$ cat src/rtl/execute_muldiv_ctrl.sv
// Multi-cycle RV64M multiply/divide sequencer running beside the E-stage ALU.
// Define MD_FAST_MUL_EN for single-cycle multiply; CALC then serves only divide.
module execute_muldiv_ctrl (
  input  logic        clk,
  input  logic        rst_n,
  input  logic        regE_i_md_valid,
  input  logic [2:0]  regE_i_md_op,
  input  logic        regE_i_alu_W_instr,
  input  logic [63:0] regE_i_valA,
  input  logic [63:0] regE_i_valB,
  input  logic        regE_i_flush,
  output logic        md_o_busy,
  output logic        md_o_valid,
  output logic [63:0] md_o_result
);
  typedef enum logic [1:0] {IDLE, CALC, DONE} state_t;

  state_t       state_reg;
  logic [6:0]   cnt_reg;
  logic [2:0]   op_reg;
  logic         w_reg;
  logic         neg_reg;
  logic         valid_reg;
  logic [63:0]  result_reg;
  logic [127:0] acc_reg;
  logic [127:0] mcand_reg;
  logic [63:0]  mplier_reg;
  logic [63:0]  q_reg;
  logic [63:0]  r_reg;
  logic [63:0]  d_reg;

  function automatic logic [63:0] w_fix(input logic [63:0] v, input logic w);
    return w ? {{32{v[31]}}, v[31:0]} : v;
  endfunction

  // Start-cycle decode: operand prep, magnitudes and special cases.
  logic        start, is_div, a_signed, b_signed, a_neg, b_neg;
  logic        div_zero, div_ovf, neg_start;
  logic [2:0]  op_eff;
  logic [63:0] a_prep, b_prep, a_mag, b_mag, min_val, special_res;

  always_comb begin
    start    = (state_reg == IDLE) && regE_i_md_valid && !regE_i_flush;
    // Reserved W encodings 1-3 fold onto MULW.
    op_eff   = (regE_i_alu_W_instr && !regE_i_md_op[2]) ? 3'd0 : regE_i_md_op;
    is_div   = op_eff[2];
    a_signed = (op_eff != 3'd3) && (op_eff != 3'd5) && (op_eff != 3'd7);
    b_signed = a_signed && (op_eff != 3'd2);
    if (regE_i_alu_W_instr) begin
      a_prep  = {{32{a_signed & regE_i_valA[31]}}, regE_i_valA[31:0]};
      b_prep  = {{32{b_signed & regE_i_valB[31]}}, regE_i_valB[31:0]};
      min_val = 64'hFFFF_FFFF_8000_0000;
    end else begin
      a_prep  = regE_i_valA;
      b_prep  = regE_i_valB;
      min_val = 64'h8000_0000_0000_0000;
    end
    a_neg     = a_signed & a_prep[63];
    b_neg     = b_signed & b_prep[63];
    a_mag     = a_neg ? -a_prep : a_prep;
    b_mag     = b_neg ? -b_prep : b_prep;
    neg_start = (is_div && op_eff[1]) ? a_neg : (a_neg ^ b_neg);
    div_zero  = is_div && (b_prep == 64'd0);
    div_ovf   = is_div && !op_eff[0] && (a_prep == min_val) && (b_prep == '1);
    if (div_zero) special_res = op_eff[1] ? a_prep : '1;
    else          special_res = op_eff[1] ? 64'd0 : a_prep;
  end

`ifdef MD_FAST_MUL_EN
  logic [127:0] fast_a, fast_b, fast_prod;
  logic [63:0]  fast_res;

  // Low 128 bits of the product of sign/zero-extended operands are exact.
  always_comb begin
    fast_a    = {{64{a_signed & a_prep[63]}}, a_prep};
    fast_b    = {{64{b_signed & b_prep[63]}}, b_prep};
    fast_prod = fast_a * fast_b;
    fast_res  = w_fix((op_eff[1:0] == 2'd0) ? fast_prod[63:0] : fast_prod[127:64],
                      regE_i_alu_W_instr);
  end
`endif

  // One iteration of shift-add multiply and restoring divide, plus result fixup.
  logic [127:0] acc_step, prod_fix;
  logic [64:0]  div_sh, div_diff;
  logic         div_ge;
  logic [63:0]  q_step, r_step, q_fix, r_fix, calc_raw, calc_res;

  always_comb begin
    acc_step = mplier_reg[0] ? (acc_reg + mcand_reg) : acc_reg;
    div_sh   = {r_reg, q_reg[63]};
    div_diff = div_sh - {1'b0, d_reg};
    // Remainder stays below the divisor, so bit 64 of the difference is the borrow.
    div_ge   = !div_diff[64];
    q_step   = {q_reg[62:0], div_ge};
    r_step   = div_ge ? div_diff[63:0] : div_sh[63:0];
    prod_fix = neg_reg ? -acc_step : acc_step;
    q_fix    = neg_reg ? -q_step : q_step;
    r_fix    = neg_reg ? -r_step : r_step;
    if (op_reg[2])                calc_raw = op_reg[1] ? r_fix : q_fix;
    else if (op_reg[1:0] == 2'd0) calc_raw = prod_fix[63:0];
    else                          calc_raw = prod_fix[127:64];
    calc_res = w_fix(calc_raw, w_reg);
  end

  always_ff @(posedge clk) begin
    if (!rst_n) begin
      state_reg  <= IDLE;
      cnt_reg    <= 7'd0;
      op_reg     <= 3'd0;
      w_reg      <= 1'b0;
      neg_reg    <= 1'b0;
      valid_reg  <= 1'b0;
      result_reg <= 64'd0;
      acc_reg    <= '0;
      mcand_reg  <= '0;
      mplier_reg <= '0;
      q_reg      <= '0;
      r_reg      <= '0;
      d_reg      <= '0;
    end else begin
      valid_reg <= 1'b0;
      case (state_reg)
        IDLE: begin
          if (start) begin
            op_reg     <= op_eff;
            w_reg      <= regE_i_alu_W_instr;
            neg_reg    <= neg_start;
            cnt_reg    <= regE_i_alu_W_instr ? 7'd32 : 7'd64;
            acc_reg    <= '0;
            mcand_reg  <= {64'd0, a_mag};
            mplier_reg <= b_mag;
            // W dividends are pre-aligned so the next dividend bit is always q_reg[63].
            q_reg      <= regE_i_alu_W_instr ? {a_mag[31:0], 32'd0} : a_mag;
            r_reg      <= '0;
            d_reg      <= b_mag;
            if (div_zero || div_ovf) begin
              result_reg <= w_fix(special_res, regE_i_alu_W_instr);
              valid_reg  <= 1'b1;
              state_reg  <= DONE;
            end
`ifdef MD_FAST_MUL_EN
            else if (!is_div) begin
              result_reg <= fast_res;
              valid_reg  <= 1'b1;
              state_reg  <= DONE;
            end
`endif
            else begin
              state_reg <= CALC;
            end
          end
        end
        CALC: begin
          if (regE_i_flush) begin
            state_reg <= IDLE;
            cnt_reg   <= 7'd0;
          end else begin
            acc_reg    <= acc_step;
            mcand_reg  <= mcand_reg << 1;
            mplier_reg <= mplier_reg >> 1;
            q_reg      <= q_step;
            r_reg      <= r_step;
            cnt_reg    <= cnt_reg - 7'd1;
            if (cnt_reg == 7'd1) begin
              result_reg <= calc_res;
              valid_reg  <= 1'b1;
              state_reg  <= DONE;
            end
          end
        end
        default: begin
          state_reg <= IDLE;
        end
      endcase
    end
  end

  assign md_o_busy   = start || (state_reg == CALC);
  assign md_o_valid  = valid_reg;
  assign md_o_result = result_reg;
endmodule

$ cat config.mk
export PLATFORM = sky130hd
export DESIGN_NAME = execute_muldiv_ctrl
export DESIGN_NICKNAME = d
export VERILOG_FILES = /design/src/rtl/execute_muldiv_ctrl.sv
export SDC_FILE = /design/constraint.sdc
export NUM_CORES = 2
export LEC_CHECK = 0
export BUFFER_PORTS_ARGS = -buffer_cell sky130_fd_sc_hd__buf_2
export CAP_MARGIN = 20
export CORE_MARGIN = 2
export CORE_UTILIZATION = 35
export CTS_BUF_LIST = sky130_fd_sc_hd__clkbuf_8
export DETAILED_ROUTE_END_ITERATION = 8
export SLEW_MARGIN = 5
export SYNTH_ARGS = -nofsm -noshare
export SYNTH_HDL_FRONTEND = slang
export SYNTH_SLANG_ARGS = --single-unit
$ cat constraint.sdc
create_clock -name clk -period 20.6 [get_ports clk]
set_input_delay 3.09 -clock clk [delete_from_list [all_inputs] [get_ports clk]]
set_output_delay 3.09 -clock clk [all_outputs]
set_load 0.005 [all_outputs]
==> qor.yml <==
outcome:
  status: "finished clean"
route:
  vias_per_cell: 6.57
  drtAntennaViolNets: 0
  vias: 67800
  post_drt_wl_per_cell_um: 31.9
  drt_first_pass_iters: 9
  wirelength_mm: 329
  drtIter0Drc: 9862
  post-route-drc-count: 0
sta:
  tightest_slew_ns: 1.40
  relSlewSlack: 0.0667
  grt_setup_unrepaired: "false"
  hold_viol: 0
  fin_ws_ns: 12.57
  setup_viol: 0
  post-route-min-period_ns: 8.03
  fin_crit_sh: 0.390
  fin_skew_ns: 0.0697
  clock.fmax_mhz: 124
  slew_viol_final: 0
  setup_tns_ns: 0
setup_path:
  startpoint: "q_reg[63]"
  worstReg2RegEnd: "md_o_result[58]"
  worstPathRequired_ns: 21.45
  crit_fanout: 48
  r2r_cells: 26
  timing.rr.start: "q_reg[63]"
  cp-start-kind: "flop"
  rrSetupSlack_ns: 12.57
  path_class: "reg2reg"
  endpoint: "md_o_result[58]"
  end_kind: "flop"
  crit_arrival_ns: 8.88
clock_tree:
  htreeDepth: 3
  postCtsResizedCells: 0
  cts_tree: "built"
  clkLatencyLatePin_ns: 0.94
  post_cts_buffers: 0
  clk_pin_slew_ns: 0.06
  clockBufferDepth: 3
  cts_buffers: 115
  cts_sinks: 591
  cts_hold_buffers: 0
  cts-root-buf: "clkbuf_8"
power_and_ir_drop:
  p_leak_uw: 0.0233
  ir_drop_mv: 0.0491
  powerDensity_nw_per_um2: 58.5
synth:
  ys_ff_latch: 591
  syn_area_um2: 56400
  async_flop_share: 0
  synth.avg_cell_area_um2: 6.90
  netlist_instances: 8171
  ys_types: 114
  ys_seq_area_frac: 0.210
  syn_nets: 8508
  synth_warnings: 0
  synth-edff-count: 0
  ys.flop_type: "dfxtp_1"
floorplanning:
  dieHeight_um: 405
  dieArea_um2: 164000
  design.core.area_um2: 160000
  ioPinCount: 202
  die_w_um: 405
  fp-row-count: 147
  initial_utilization: 0.352
global_routing:
  grtUsageTotal: 0.383
  antenna_found_initial: 36
  grt_pass1_vias: 61000
  overflow: 0
  grt_max_degree: 136
  grt_pass1_wl_mm: 457
placed_design:
  port_buffers: 201
  pre_cts_slack_ns: 12.32
  hpwl_mm: 261
  gp_congestion: 1.10
finish:
  num-fill-cells: 17200
  syn_to_final_growth_pct: 9.45
  layout.cells.most_common: "nand2_1"
  regArea_um2: 11800
  finalNetCount: 8381
  final_cell_mix: "nand2_1, nor2_1, a21oi_1, o21ai_0, dfxtp_1"
  drive_gt1_frac: 0.0910
  multiInputGateArea_um2: 41700
min_path:
  hold_class: "reg2reg"
flow_run:
  maxCapViolCount: 0
[stage by stage]
step | total power (uW) | instance area, um^2 | std cells | util | hold WS [ns]
after floorplan | 1790 | 56400 | 8171 | - | 0.443
after global placement | 2190 | 59000 | 10100 | 0.368 | 0.457
after detailed placement | 2200 | 59000 | 10100 | 0.369 | 0.459
after CTS | 3580 | 61600 | 10300 | 0.385 | 0.468
after global routing | 3700 | 61700 | 10300 | 0.385 | 0.498
final | 3610 | 61700 | 10300 | 0.385 | 0.459
[power by group]
part           switching (uW)  total [uW]  internal (uW)
Sequential               68.4        1250           1180
Clock                     636        1390            756
Combinational             699         967            268
Total                    1400        3610           2210
[worst min path at each step]
stage / end / depth (start not counted) / startpoint
2_1_floorplan: d_reg[35] / 2 / d_reg[35]
3_3_place_gp: d_reg[56] / 2 / d_reg[56]
3_5_place_dp: mplier_reg[63] / 2 / mplier_reg[63]
4_1_cts: mplier_reg[63] / 2 / mplier_reg[63]
5_1_grt: d_reg[54] / 2 / d_reg[54]
6_report: mcand_reg[118] / 2 / mcand_reg[117]
[routing by layer]
| metal | vias to the layer above | global-route usage | wire length, um |
|---|---|---|---|
| met5 | - | 0 | 200 |
| met4 | 30 | 0.290 | 30300 |
| met3 | 966 | 0.0748 | 30900 |
| met2 | 4116 | 0.587 | 141000 |
| met1 | 32500 | 0.474 | 127000 |
| li1 | 30100 | - | - |
[cell usage after synthesis (147+ instances only)]
cell	instances	area, um^2
nand4_1	182	1140
nor3_1	278	1390
o21ai_0	689	3450
a22oi_1	155	1160
ha_1	199	2490
dfxtp_1	591	11800
clkbuf_1	486	1820
nor2_1	765	2870
nand3_1	233	1170
nor2b_1	222	1390
nand2_1	985	3700
a21oi_1	749	3750
inv_1	147	552
[cell type report]
cell class | count | area share
Clock inverter | 63 | 0.00953
Multi-Input combinational cell | 6819 | 0.676
Antenna cell | 21 | 0.000851
Timing Repair Buffer | 367 | 0.0367
Sequential cell | 591 | 0.192
Clock buffer | 146 | 0.0326
Tap cell | 2160 | 0.0438
Inverter | 150 | 0.00916
[logic make-up (layout without fill, tap and decap cells)]
family / Yosys count / after routing / synth area share
flops: 591 / 591 / 0.210
xor+xnor: 286 / 286 / 0.0444
fa+ha+maj: 201 / 201 / 0.0449
buf+inv: 761 / 726 / 0.0534
compound gates: 2844 / 2844 / 0.330
mux: 140 / 140 / 0.0266
simple gates: 3348 / 3348 / 0.291
other cells: 0 / 21 / 0
[critical path, cell delays in order (launching register included)]
cell and delay, ns:
dfxtp_1 0.36, inv_1 0.07, ha_1 0.17, inv_1 0.05, fa_1 0.41, a211oi_1 0.34, o211ai_1 0.23, nand4_1 0.21
a21oi_1 0.26, o2111a_1 0.35, o211a_4 0.43, inv_2 0.48, buf_4 0.53, ha_1 0.29, nand2b_1 0.14, or2_2 0.41
nor3_1 0.34, nand2b_1 0.17, or3_1 0.48, or2_2 0.35, or4_1 0.62, nor4_1 0.22, o22ai_1 0.13, a21oi_1 0.23
o2111ai_1 0.16, a221oi_1 0.32, a221o_1 0.17
(Power assumes the default switching activity.)
